--- config.mk ---
export PLATFORM = sky130hd
export DESIGN_NAME = mem_arbiter
export DESIGN_NICKNAME = d
export VERILOG_FILES = /design/src/rtl/mem_arbiter_pkg.sv /design/src/rtl/mem_arbiter.sv
export SDC_FILE = /design/constraint.sdc
export NUM_CORES = 1
export LEC_CHECK = 0
export ABC_CLOCK_PERIOD_IN_PS = 1600
export BUFFER_PORTS_ARGS = -buffer_cell sky130_fd_sc_hd__buf_4
export CORE_MARGIN = 2
export CORE_UTILIZATION = 45
export CTS_BUF_LIST = sky130_fd_sc_hd__clkbuf_8
export CTS_CLUSTER_DIAMETER = 40
export DETAILED_ROUTE_END_ITERATION = 10
export HOLD_SLACK_MARGIN = 0.12
export PLACE_DENSITY_LB_ADDON = 0.15
export SETUP_SLACK_MARGIN = 0.2
export SYNTH_ARGS = -nofsm -noshare
export SYNTH_HDL_FRONTEND = slang
export SYNTH_SLANG_ARGS = --single-unit
export TNS_END_PERCENT = 100
--- constraint.sdc ---
create_clock -name clk -period 1.6 [get_ports clk]
set_input_delay 0.32 -clock clk [delete_from_list [all_inputs] [get_ports clk]]
set_output_delay 0.32 -clock clk [all_outputs]
set_load 0.005 [all_outputs]
--- src/rtl/mem_arbiter_pkg.sv ---
// mem_arbiter_pkg
// Shared definitions for the memory arbiter:
//   arb_state_e  - arbiter FSM state encoding (ARB_IDLE, ARB_BUSY, ARB_DONE)
//   arb_owner_e  - bus owner selector (OWN_IF, OWN_MEM)
//   IF_BUS_SEL   - byte-lane mask driven for fetch reads (always a full word)
//   DEFAULT_WAIT_LIMIT - default bus_ack wait budget before a timeout abort
package mem_arbiter_pkg;

    typedef enum logic [1:0] {
        ARB_IDLE = 2'd0,
        ARB_BUSY = 2'd1,
        ARB_DONE = 2'd2
    } arb_state_e;

    typedef enum logic {
        OWN_IF  = 1'b0,
        OWN_MEM = 1'b1
    } arb_owner_e;

    localparam logic [3:0] IF_BUS_SEL        = 4'hF;
    localparam int         DEFAULT_WAIT_LIMIT = 64;

endpackage

--- src/rtl/mem_arbiter.sv ---
// mem_arbiter
// Arbitrates a single-port memory bus between the instruction-fetch port (IF)
// and the data port (MEM). MEM has fixed priority over IF. One transaction is
// in flight at a time; each one runs IDLE -> BUSY -> DONE -> IDLE.
//
// Handshake: a requester holds *_req high until it sees its *_ready pulse.
// The request (and its addr/data/sel) is sampled only on the grant edge; the
// bus fields are then frozen in registers for the whole BUSY phase, so the
// requester may change or drop its inputs afterwards. *_ready is a one-cycle
// pulse in the DONE cycle; *_rdata is valid from that cycle and holds until
// the next completion on the same port. On the bus side, bus_req stays high
// until the cycle bus_ack is sampled (or the wait budget runs out); bus_ack
// outside BUSY is ignored.
//
// Ports:
//   clk, rst            clock (rising edge), asynchronous active-low reset
//   if_req/if_addr      fetch read request
//   if_rdata/if_ready   fetch read data / completion pulse
//   mem_req/mem_we/mem_addr/mem_wdata/mem_sel   data port request
//   mem_rdata/mem_ready data port read data / completion pulse
//   bus_req/bus_we/bus_addr/bus_wdata/bus_sel   shared memory bus request
//   bus_ack/bus_rdata   memory completion and read data
//   stall_from_if/stall_from_mem  stall requests to the pipeline
//   bus_err             one-cycle pulse with ready when a transaction timed out
//   dbg_state           current FSM state, for observation only
module mem_arbiter
    import mem_arbiter_pkg::*;
#(
    // Must be >= 1.
    parameter int WAIT_LIMIT = DEFAULT_WAIT_LIMIT
) (
    input  logic        clk,
    input  logic        rst,

    input  logic        if_req,
    input  logic [31:0] if_addr,
    output logic [31:0] if_rdata,
    output logic        if_ready,

    input  logic        mem_req,
    input  logic        mem_we,
    input  logic [31:0] mem_addr,
    input  logic [31:0] mem_wdata,
    input  logic [3:0]  mem_sel,
    output logic [31:0] mem_rdata,
    output logic        mem_ready,

    output logic        bus_req,
    output logic        bus_we,
    output logic [31:0] bus_addr,
    output logic [31:0] bus_wdata,
    output logic [3:0]  bus_sel,
    input  logic        bus_ack,
    input  logic [31:0] bus_rdata,

    output logic        stall_from_if,
    output logic        stall_from_mem,
    output logic        bus_err,

    output logic [1:0]  dbg_state
);

    localparam int CNT_W = $clog2(WAIT_LIMIT + 1);
    // Value the counter holds during the last BUSY cycle the budget allows.
    localparam logic [CNT_W-1:0] CNT_LAST = CNT_W'(WAIT_LIMIT - 1);
    localparam logic [CNT_W-1:0] CNT_ONE  = CNT_W'(1);

    arb_state_e       state_q, state_d;
    arb_owner_e       owner_q, owner_d;
    logic [CNT_W-1:0] cnt_q, cnt_d;

    logic        bus_req_q,   bus_req_d;
    logic        bus_we_q,    bus_we_d;
    logic [31:0] bus_addr_q,  bus_addr_d;
    logic [31:0] bus_wdata_q, bus_wdata_d;
    logic [3:0]  bus_sel_q,   bus_sel_d;

    logic [31:0] if_rdata_q,  if_rdata_d;
    logic [31:0] mem_rdata_q, mem_rdata_d;
    logic        if_ready_q,  if_ready_d;
    logic        mem_ready_q, mem_ready_d;
    logic        bus_err_q,   bus_err_d;

    logic [31:0] done_rdata;

    // Data returned to the owner on a successful completion; writes return 0.
    assign done_rdata = bus_we_q ? 32'h0 : bus_rdata;

    always_comb begin
        state_d     = state_q;
        owner_d     = owner_q;
        cnt_d       = cnt_q;
        bus_req_d   = bus_req_q;
        bus_we_d    = bus_we_q;
        bus_addr_d  = bus_addr_q;
        bus_wdata_d = bus_wdata_q;
        bus_sel_d   = bus_sel_q;
        if_rdata_d  = if_rdata_q;
        mem_rdata_d = mem_rdata_q;
        if_ready_d  = 1'b0;
        mem_ready_d = 1'b0;
        bus_err_d   = 1'b0;

        case (state_q)
            ARB_IDLE: begin
                if (mem_req) begin
                    owner_d     = OWN_MEM;
                    bus_req_d   = 1'b1;
                    bus_we_d    = mem_we;
                    bus_addr_d  = mem_addr;
                    bus_wdata_d = mem_wdata;
                    bus_sel_d   = mem_sel;
                    cnt_d       = '0;
                    state_d     = ARB_BUSY;
                end else if (if_req) begin
                    owner_d     = OWN_IF;
                    bus_req_d   = 1'b1;
                    bus_we_d    = 1'b0;
                    bus_addr_d  = if_addr;
                    bus_wdata_d = 32'h0;
                    bus_sel_d   = IF_BUS_SEL;
                    cnt_d       = '0;
                    state_d     = ARB_BUSY;
                end
            end

            ARB_BUSY: begin
                // An ack in the last allowed cycle still counts as success.
                if (bus_ack) begin
                    bus_req_d = 1'b0;
                    state_d   = ARB_DONE;
                    if (owner_q == OWN_MEM) begin
                        mem_rdata_d = done_rdata;
                        mem_ready_d = 1'b1;
                    end else begin
                        if_rdata_d = done_rdata;
                        if_ready_d = 1'b1;
                    end
                end else if (cnt_q == CNT_LAST) begin
                    // Budget exhausted: abort, complete with zero data and flag it.
                    cnt_d     = cnt_q + CNT_ONE;
                    bus_req_d = 1'b0;
                    bus_err_d = 1'b1;
                    state_d   = ARB_DONE;
                    if (owner_q == OWN_MEM) begin
                        mem_rdata_d = 32'h0;
                        mem_ready_d = 1'b1;
                    end else begin
                        if_rdata_d = 32'h0;
                        if_ready_d = 1'b1;
                    end
                end else begin
                    cnt_d = cnt_q + CNT_ONE;
                end
            end

            ARB_DONE: begin
                state_d = ARB_IDLE;
            end

            default: begin
                state_d = ARB_IDLE;
            end
        endcase
    end

    always_ff @(posedge clk or negedge rst) begin
        if (!rst) begin
            state_q     <= ARB_IDLE;
            owner_q     <= OWN_IF;
            cnt_q       <= '0;
            bus_req_q   <= 1'b0;
            bus_we_q    <= 1'b0;
            bus_addr_q  <= 32'h0;
            bus_wdata_q <= 32'h0;
            bus_sel_q   <= 4'h0;
            if_rdata_q  <= 32'h0;
            mem_rdata_q <= 32'h0;
            if_ready_q  <= 1'b0;
            mem_ready_q <= 1'b0;
            bus_err_q   <= 1'b0;
        end else begin
            state_q     <= state_d;
            owner_q     <= owner_d;
            cnt_q       <= cnt_d;
            bus_req_q   <= bus_req_d;
            bus_we_q    <= bus_we_d;
            bus_addr_q  <= bus_addr_d;
            bus_wdata_q <= bus_wdata_d;
            bus_sel_q   <= bus_sel_d;
            if_rdata_q  <= if_rdata_d;
            mem_rdata_q <= mem_rdata_d;
            if_ready_q  <= if_ready_d;
            mem_ready_q <= mem_ready_d;
            bus_err_q   <= bus_err_d;
        end
    end

    // A requester stops stalling only in its own completion cycle.
    assign stall_from_mem = mem_req & ~((state_q == ARB_DONE) && (owner_q == OWN_MEM));
    assign stall_from_if  = if_req  & ~((state_q == ARB_DONE) && (owner_q == OWN_IF));

    assign bus_req   = bus_req_q;
    assign bus_we    = bus_we_q;
    assign bus_addr  = bus_addr_q;
    assign bus_wdata = bus_wdata_q;
    assign bus_sel   = bus_sel_q;
    assign if_rdata  = if_rdata_q;
    assign mem_rdata = mem_rdata_q;
    assign if_ready  = if_ready_q;
    assign mem_ready = mem_ready_q;
    assign bus_err   = bus_err_q;
    assign dbg_state = state_q;

endmodule

==> metrics.txt, run 1 <==
gpl congestion=roughly 0.84; critical path class=reg2out; total power=between 15,000 and 20,000 uW; type of destination of the critical path=primary output; sequential fraction of the synthesis area=0.570; EDFF count, synth=0; final antenna-violating net count=0; pin count of the biggest net entering global routing=44; WP data required=~1.3 ns; setup slack, reg-to-reg=-0.07 ns; Area Growth Syn to Fin=64.4%; reg2reg start=dbg_state[1]; CTS tree=done; ANT cells=0; worst hold margin=0.159 ns; P_int=13,000 uW; Pleak=0.00504 uW; Clock Tree Root=clkbuf_8; Distinct cells, synth=38; failing checks=setup timing; antenna violations before repair=0; Final Skew=~0.0076 ns; Post-Syn Area=0.00645 sq mm; max-slew violations=0; share of layout cells above drive strength 1=0.461; Die Span Y=124 um; CP Data Arrival Time=1.38 ns; cell row count=43; Synth Instances=~540; Net Sw Frac=0.332; IO Pins=279; Final Hold Fails=0; Final HPWL DP=13,300 um; status=finished with violations; crit-path max FO=2; Hold Path Stages=3; ys async rst share=1.00; Synth Area per Inst=11.9 sq um; placed inst area=about 0.0089 sq mm; Final Cell Area=0.0106 sq mm; critical path capture point=stall_from_mem; crit path time final=1.70 ns; RSZ-0062 raised after global routing=yes; Top FF cell, synth=dfrtp_1; commonest non-fill, non-tap cell in the layout=buf_4; Worst-Margin Slew=0.547 ns; Fmax=roughly 0.59 GHz; Slew headroom=0.635; DRT iter0 DRCs=380; Clock transition at path regs=approximately 0.080 ns; Clock power frac=0.179; Comb pwr share=0.499; worst-skew pair later-pin latency=0.43 ns; Remaining DRCs=0; final setup TNS=-3.17 ns; CTS Sinks=147; Die Footprint=between 0.015 and 0.02 sq mm; PD cells=1840 mW/mm^2; vias in the first global route=6,231; vias per std cell=5.68; Switch Pwr=between 6000 and 7000 uW; first-pass GRT wire length=32,600 um; Crit. Startpoint=dbg_state[1]; sequential power share=0.322; number of max-cap violations=0; Worst Hold Class=in2reg; # setup viols final=99; Die Wd=~120 um; Syn Nets=683; H-tree depth=4; Synth Register Bits=147; Num CTS Buffers=17; most frequent cells in the layout=buf_4 (291), dfrtp_1 (145), a22o_1 (97); Port Buffers=roughly 280; WL/cell=20.5 um; Core Area=0.0139 sq mm; post-route worst setup slack=-0.0988 ns; Tcrit/Tclk final=1.06; final wirelength=22,300 um; CTS max path bufs=2; Register-to-Register Path Depth=7; yosys warns=0; gr usage total=0.280; maximum vdd ir drop=0.952 mV; Vias=6,152; first drt pass iteration count=5; Final nets=1,030; critical path launch point type=flop; Initial Utilization=0.463; total gr overflow=0; RR Endpoint=mem_rdata[23]
[critical path, cell delays in order (launching register included)]
cell and delay [ns]:
dfrtp_2 0.41, buf_6 0.12, nor2b_4 0.12, a21boi_1 0.14, buf_4 0.15
[worst min-delay path by stage]
stage / startpoint / endpoint
final: if_addr[18] / bus_addr[18]
after CTS: mem_addr[11] / bus_addr[11]
after global placement: rst / if_rdata[7]
after detailed placement: rst / if_rdata[7]
after floorplan: rst / bus_addr[0]
after global routing: mem_addr[4] / bus_addr[4]
[synthesized netlist by cell type, drive strengths merged (2+ instances only)]
library cell | n | share of area
o21ai | 72 | 0.056
a21o | 64 | 0.075
inv | 4 | 0.0023
buf | 19 | 0.018
clkbuf | 31 | 0.018
or3b | 2 | 0.0027
and2 | 2 | 0.0019
nor2 | 6 | 0.0039
nand2 | 4 | 0.0023
a22o | 97 | 0.13
dfrtp | 147 | 0.57
mux2i | 34 | 0.053
a21boi | 2 | 0.0023
a21oi | 2 | 0.0016
or3 | 3 | 0.0029
nand4 | 2 | 0.0019
o22a | 4 | 0.0054
nor2b | 33 | 0.032
nand2b | 2 | 0.0019
[registers in the layout (all words and copies together) (netlist names), 2 cells and up]
signal     cells
bus_addr      32
bus_wdata     32
if_rdata      32
mem_rdata     32
cnt_q          7
bus_sel        4
dbg_state      2
[power by group through the flow]
stage	clock [uW]	combinational [uW]	sequential, uW
floorplan	0	3680	6140
global placement	0	7190	6100
detailed placement	0	7410	6160
CTS	3540	9080	6150
global route	3680	10400	6430
finish	3490	9740	6280
[per-stage QoR]
stage / setup WS [ns] / util / instances
2_1_floorplan: 0.0271 / - / 544
3_3_place_gp: 0.0521 / 0.640 / 979
3_5_place_dp: 0.0366 / 0.640 / 979
4_1_cts: -0.0970 / 0.741 / 1074
5_1_grt: -0.186 / 0.761 / 1084
6_report: -0.0988 / 0.761 / 1084
[final cells by class]
class,count,area (sq um)
clock inverter,9,173
fill,875,3330
multi-input combinational,343,2740
tap,180,225
sequential,147,3680
clock buffer,23,317
inverter,4,15.0
timing repair buffer,378,3450
[layer usage]
metal	wire [um]	track usage	vias up
li1	-	-	2730
met1	8450	0.344	3095
met2	11500	0.471	282
met3	1680	0.0696	45
met4	621	0.118	0
met5	0	0	-
[what timing repair did]
item	in CTS	in global routing
buffers inserted	14	4
cloned	8	6
setup endpoints to repair	149	150
pin swaps	8	12
gates resized for setup	119	27
hold buffers	41	0
hold endpoints to repair	186	0
[cells by family after synthesis]
logic type / synth area share
AO/OA/AOI/OAI: 0.278
multiplexers: 0.0528
adder cells (fa/ha/maj): 0.00194
AND/OR/NAND/NOR: 0.0586
flip-flops: 0.570
buffers and inverters: 0.0382
Power figures use the tool's default switching activity.
==> inputs of run 2 (changes only) <==
ABC_AREA = 1   (was unset)
==> run 2 against run 1 <==
  * The run still ends with setup timing left
  * Register-to-register slack is essentially flat
  * Synthesized cell count grew 25%
  * Die area is the same
  * Critical path type unchanged
  * Largest cell class is now non-clock buffers
  * Largest power group unchanged
  * Highest routed layer unchanged
==> metrics.txt, run 2 <==
status=finished with violations (unchanged); failing checks=setup timing (unchanged); critical path launch point type=flop (unchanged); Crit. Startpoint=dbg_state[0] (was dbg_state[1]); Synth Register Bits=147 (unchanged); compound-cell area share of the yosys netlist=0.0953 (was 0.278); Core Area=0.0139 sq mm (unchanged); first-pass GRT wire length=33,500 um (was 32,600 um); H-tree depth=4 (unchanged); Tcrit/Tclk final=1.10 (was 1.06); Fmax=0.569 GHz (was 0.589 GHz); final antenna-violating net count=0 (unchanged); Worst-Margin Slew=0.711 ns (was 0.547 ns); final wirelength=26,300 um (was 22,300 um); vias in the first global route=6,483 (was 6,231); Sequential Area=0.00368 sq mm (about the same); top cell type's share of synthesized area=0.570 (unchanged); WL/cell=21.0 um (was 20.5 um); gr usage total=0.290 (was 0.280); Final Hold Fails=0 (unchanged); CTS tree=done (unchanged); Pleak=0.00597 uW (was 0.00504 uW); first drt pass iteration count=5 (unchanged); pre-CTS setup slack=-0.00652 ns (was 0.0366 ns); Area contributors post-synth=dfrtp_1 (57%), nand2_1 (10%), nand3_1 (5.5%) (was dfrtp_1 (57%), a22o_1 (13%), a21o_1 (7.5%)); Die Wd=124 um (unchanged); post-route worst setup slack=-0.157 ns (was -0.0988 ns); crit path time final=1.76 ns (was 1.70 ns); total power=20,200 uW (was 19,500 uW); maximum vdd ir drop=0.862 mV (was 0.952 mV); type of destination of the critical path=primary output (unchanged); Port Buffers=278 (unchanged); Num CTS Buffers=17 (unchanged); count leader, synth=nand2_1 (was dfrtp_1); Slew headroom=0.525 (was 0.635); yosys warns=0 (unchanged); CTS Sinks=147 (unchanged); Final nets=1,201 (was 1,030); most instantiated cells after synthesis=nand2_1 (177), dfrtp_1 (147), nor2_1 (76) (was dfrtp_1 (147), a22o_1 (97), o21ai_0 (70)); most frequent cells in the layout=buf_4 (291), dfrtp_1 (146), nand2_1 (74) (was buf_4 (291), dfrtp_1 (145), a22o_1 (97)); RSZ-0062 raised after global routing=yes (unchanged); gpl congestion=0.809 (was 0.840); largest family of logic cells by synthesized area=simple AND/OR/NAND/NOR gates (was compound AO/OA/AOI/OAI gates); PD cells=1710 mW/mm^2 (was 1840 mW/mm^2); Post-Syn Area=0.00645 sq mm (unchanged); Clock transition at path regs=0.09 ns (was 0.08 ns); cell row count=43 (unchanged); commonest non-fill, non-tap cell in the layout=buf_4 (unchanged); Syn Nets=821 (was 683); antenna violations before repair=1 (was 0); Die Footprint=0.0153 sq mm (unchanged); Vias=6,853 (was 6,152); sequential fraction of the synthesis area=0.570 (unchanged); largest area contributor in the netlist=dfrtp_1 (unchanged); worst-skew pair later-pin latency=0.48 ns (was 0.43 ns); fill count=729 (was 875); ys async rst share=1.00 (unchanged); Die Span Y=124 um (unchanged); Distinct cells, synth=27 (was 38); pin count of the biggest net entering global routing=48 (was 44); Worst Hold Class=in2reg (unchanged); DRT iter0 DRCs=588 (was 380); Clock Tree Root=clkbuf_8 (unchanged); area of the multi-input gates=0.00333 sq mm (was 0.00274 sq mm); mux cell area share after synthesis=0 (was 0.0528); Synth Area per Inst=9.46 sq um (was 11.9 sq um); Synth Instances=682 (was 544); Final HPWL DP=12,500 um (was 13,300 um); Area Growth Syn to Fin=83.6% (was 64.4%); # setup viols final=42 (was 99); Final Skew=0.0209 ns (was 0.00761 ns); WP data required=1.28 ns (about the same); share of layout cells above drive strength 1=0.573 (was 0.461); Top FF cell, synth=dfrtp_1 (unchanged); reg2reg start=cnt_q[1] (was dbg_state[1]); max-slew violations=0 (unchanged); critical path class=reg2out (unchanged); Initial Utilization=0.463 (unchanged); vias per std cell=5.46 (was 5.68); number of max-cap violations=0 (unchanged); post-synthesis xor/xnor area fraction=0 (unchanged); total gr overflow=0 (unchanged); Post-Synth Adder-Cell Area=0.00194 (unchanged); Post-Synth Simple-Gate Area=0.259 (was 0.0586); CP Data Arrival Time=1.44 ns (was 1.38 ns); HP Start=if_addr[11] (was if_addr[18]); CTS max path bufs=2 (unchanged); crit-path max FO=2 (unchanged); Remaining DRCs=0 (unchanged); EDFF count, synth=0 (unchanged); IO Pins=279 (unchanged)
-- run 2: cell types whose count changed after synthesis, moves of 37 or more --
| cell | change |
|---|---|
| inv_1 | +37 |
| nand3_1 | +70 |
| nor2_1 | +71 |
| a21o_1 | -64 |
| a22o_1 | -64 |
| nand2_1 | +173 |
| o21ai_0 | -66 |
-- run 2: critical path: stages (launching register included) --
cell,delay (ns)
dfrtp_1,0.41
or2_4,0.26
o21ai_2,0.12
inv_1,0.06
buf_6,0.11
-- run 2: path summary, 6_finish.rpt --
path	slack (ns)	depth (start not counted)	endpoint
max reg2reg	-0.07	11	mem_rdata[22]
max in group asynchronous	0.71	3	mem_rdata[0]
min in group asynchronous	0.28	2	if_rdata[6]
min reg2reg	0.49	2	mem_rdata[16]
max	-0.16	4	stall_from_if
min	0.13	3	bus_addr[11]
-- run 2: timing repair --
action                                 4_1_cts  5_1_grt
gates cloned                                15       21
setup endpoints to repair                   97      126
setup buffers                               23        8
pin swaps                                   33       44
hold buffers                                38        0
endpoints found under the hold margin      184        0
resized for setup                          126      179
-- run 2: metrics by stage --
stage	std cells	TNS (ns)	hold slack (ns)	util	instance area (sq um)
finish	1254	-1.19	0.129	0.850	11800
global route	1253	-6.95	0.142	0.850	11800
detailed placement	1118	-0.0135	0.218	0.630	8770
floorplan	682	0	0.0244	-	6450
global placement	1118	0	0.217	0.630	8770
CTS	1224	-0.332	0.122	0.762	10600
-- run 2: report_power, final --
group / total [uW] / switching [uW] / internal, uW
Clock: 3270 / 1470 / 1800
Combinational: 10300 / 4790 / 5530
Sequential: 6630 / 1340 / 5290
-- run 2: kinds of logic after synthesis --
| family | count (synthesis) |
|---|---|
| AOI/OAI and AO/OA | 78 |
| adders and majority gates | 1 |
| and+or+nand+nor | 365 |
| DFF | 147 |
| buffers and inverters | 91 |
-- run 2: area by class of cell --
type                    instances  share of cell area
repair buffers                402               0.335
flip-flops and latches        147               0.311
multi-input cells             447               0.282
clock buffers                  20              0.0232
well taps                     180              0.0190
inverters                      47              0.0166
clock inverters                10              0.0132
diodes                          1            0.000211
-- run 2: routing by layer --
metal	track usage	routed length [um]	part of all wire	vias up
met4	0.153	1340	0.051	0
met1	0.337	9270	0.35	3359
met3	0.0733	1950	0.074	107
met2	0.495	13700	0.52	391
met5	0	0	0	-
li1	-	-	-	2996
==> inputs of run 3 (changes only) <==
MAX_ROUTING_LAYER = met4   (was unset)
==> run 3 against run 2 <==
  * The flow still finishes with violations (setup timing)
  * Hold slack better by 0.046 ns
  * Core utilization is 0.97 points higher
  * Final cell count is 0.24% lower
  * Via count is 0.41% higher
  * Clock-buffer cell count stayed put
  * Register-to-register slack worse by 0.02 ns
  * Setup slack better by 0.029 ns
  * First-iteration DRC count is 19% lower
  * Largest cell class unchanged
  * Routed wire length is 1.1% lower
==> metrics.txt, run 3 (synthesis gave the netlist of run 2 again) <==
final wirelength=26,000 um (was 26,300 um); slowest stage cell, crit path=dfrtp_1 (unchanged); placed inst area=0.00877 sq mm (unchanged); GR Layer Usage met2=0.497 (was 0.495); critical path class=reg2out (unchanged); CTS tree=done (unchanged); CTS max path bufs=2 (unchanged); Crit. Startpoint=dbg_state[0] (unchanged); Final Hold Fails=0 (unchanged); Final HPWL DP=12,500 um (unchanged); Die Span Y=124 um (unchanged); Max stage delay on crit path=0.41 ns (about the same); Core Area=0.0139 sq mm (unchanged); gr usage total=0.299 (was 0.290); Remaining DRCs=0 (unchanged); Hold EP=bus_addr[5] (was bus_addr[11]); maximum vdd ir drop=0.847 mV (was 0.862 mV); worst-skew pair later-pin latency=0.45 ns (was 0.48 ns); vias in the first global route=6,511 (was 6,483); vias per std cell=5.50 (was 5.46); PD cells=1710 mW/mm^2 (about the same); number of max-cap violations=0 (unchanged); fill count=678 (was 729); Top Usage Layer GRT=met2 (unchanged); WL/cell=20.8 um (was 21.0 um); Tcrit/Tclk final=1.08 (was 1.10); Port Buffers=278 (unchanged); GR Util met3=0.0595 (was 0.0733); Die Wd=124 um (unchanged); worst-path cell chain=or2_4 > o21ai_2 > inv_1 > buf_6 (unchanged); share of layout cells above drive strength 1=0.588 (was 0.573); Die Footprint=0.0153 sq mm (unchanged); reg2reg start=cnt_q[1] (unchanged); first-pass GRT wire length=33,500 um (about the same); failing checks=setup timing (unchanged); IO Pins=279 (unchanged); ANT cells=0 (was 1); Clock transition at path regs=0.08 ns (was 0.09 ns); Worst-Margin Slew=0.496 ns (was 0.711 ns); type of destination of the critical path=primary output (unchanged); setup slack, reg-to-reg=-0.09 ns (was -0.07 ns); gpl congestion=0.821 (was 0.809); total power=20,500 uW (was 20,200 uW); Hold Path Stages=3 (unchanged); max-slew violations=0 (unchanged); total gr overflow=0 (unchanged); HP Start=mem_addr[5] (was if_addr[11]); # setup viols final=60 (was 42); worst hold margin=0.175 ns (was 0.129 ns); final antenna-violating net count=0 (unchanged); RR Endpoint=mem_rdata[19] (was mem_rdata[22]); CP Data Arrival Time=1.41 ns (was 1.44 ns); met1 usage=0.344 (was 0.337); Slew headroom=0.668 (was 0.525); WP data required=1.28 ns (about the same); critical path's top delay family=flip-flops (unchanged); Worst Hold Class=in2reg (unchanged); Register-to-Register Path Depth=11 (unchanged); critical path launch point type=flop (unchanged); CTS Sinks=147 (unchanged); Pleak=0.00600 uW (was 0.00597 uW); most frequent cells in the layout=buf_4 (292), dfrtp_1 (146), nor2_1 (72) (was buf_4 (291), dfrtp_1 (146), nand2_1 (74)); Vias=6,881 (was 6,853); Initial Utilization=0.463 (unchanged); CP bufs+invs=2 (unchanged); RSZ-0062 raised after global routing=yes (unchanged); H-tree depth=4 (unchanged); first drt pass iteration count=5 (unchanged); post-route worst setup slack=-0.128 ns (was -0.157 ns); cell row count=43 (unchanged); Final Cell Area=0.0120 sq mm (was 0.0118 sq mm); status=finished with violations (unchanged); Clock Tree Root=clkbuf_8 (unchanged); pin count of the biggest net entering global routing=48 (unchanged); Num CTS Buffers=17 (unchanged); Final nets=1,199 (was 1,201); commonest non-fill, non-tap cell in the layout=buf_4 (unchanged); Final Skew=0.0117 ns (was 0.0209 ns); crit path time final=1.73 ns (was 1.76 ns); antenna violations before repair=0 (was 1); Area Growth Syn to Fin=85.7% (was 83.6%); pre-CTS setup slack=-0.00652 ns (unchanged); DRT iter0 DRCs=475 (was 588); Fmax=0.579 GHz (was 0.569 GHz); crit-path max FO=2 (unchanged)
-- run 3: cell types whose count changed in the layout (fill, tap and decap cells not counted), sizes merged --
cell and change:
buf -1, diode -1, nand2 -1
-- run 3: metal layers --
metal	part of all wire	vias to the layer above
met2	0.52	388
met4	0.055	0
met5	0	-
met1	0.36	3380
met3	0.062	119
li1	-	2994
-- run 3: how the worst max path moves through the flow --
stage / to / cells past startpoint
6_report: stall_from_mem / 4
5_1_grt: stall_from_if / 5
4_1_cts: stall_from_mem / 4
3_5_place_dp: mem_rdata[9] / 8
3_3_place_gp: mem_rdata[27] / 8
2_1_floorplan: if_rdata[21] / 9
-- run 3: layout make-up --
| type | instances | area (sq um) | area share |
|---|---|---|---|
| clock buffers | 20 | 275 | 0.0230 |
| clock inverters | 10 | 156 | 0.0131 |
| inverters | 47 | 194 | 0.0162 |
| multi-input cells | 446 | 3500 | 0.292 |
| flip-flops and latches | 147 | 3680 | 0.307 |
| well taps | 180 | 225 | 0.0188 |
| repair buffers | 401 | 3950 | 0.329 |
-- run 3: power by group --
part | switching (uW) | leakage, uW | internal [uW]
Sequential | 1380 | 0.00189 | 5290
Combinational | 4910 | 0.00390 | 5680
Clock | 1440 | 0.000220 | 1800
Total | 7720 | 0.00600 | 12800
-- run 3: worst register-to-register path: stages (launching register included) --
cell and delay [ns]:
dfrtp_1 0.39, ha_2 0.21, nand3_2 0.10, inv_2 0.10, nand2_4 0.06, nand2_4 0.08, buf_8 0.14, nand2_8 0.09
buf_12 0.15, buf_16 0.15, nand2_2 0.07, nand2_1 0.05
-- run 3: stage by stage --
| step | setup TNS, ns | utilization | instances |
|---|---|---|---|
| global route | -8.32 | 0.859 | 1251 |
| floorplan | 0 | - | 682 |
| finish | -2.71 | 0.859 | 1251 |
| CTS | -0.332 | 0.762 | 1224 |
| detailed placement | -0.0135 | 0.630 | 1118 |
| global placement | 0 | 0.630 | 1118 |
-- run 3: what timing repair did --
action,CTS,global route
gates resized for setup,126,208
buffers inserted,23,7
cloned,15,20
setup endpoints to repair,97,128
hold buffers,38,0
endpoints found under the hold margin,184,0
pin swaps,33,45
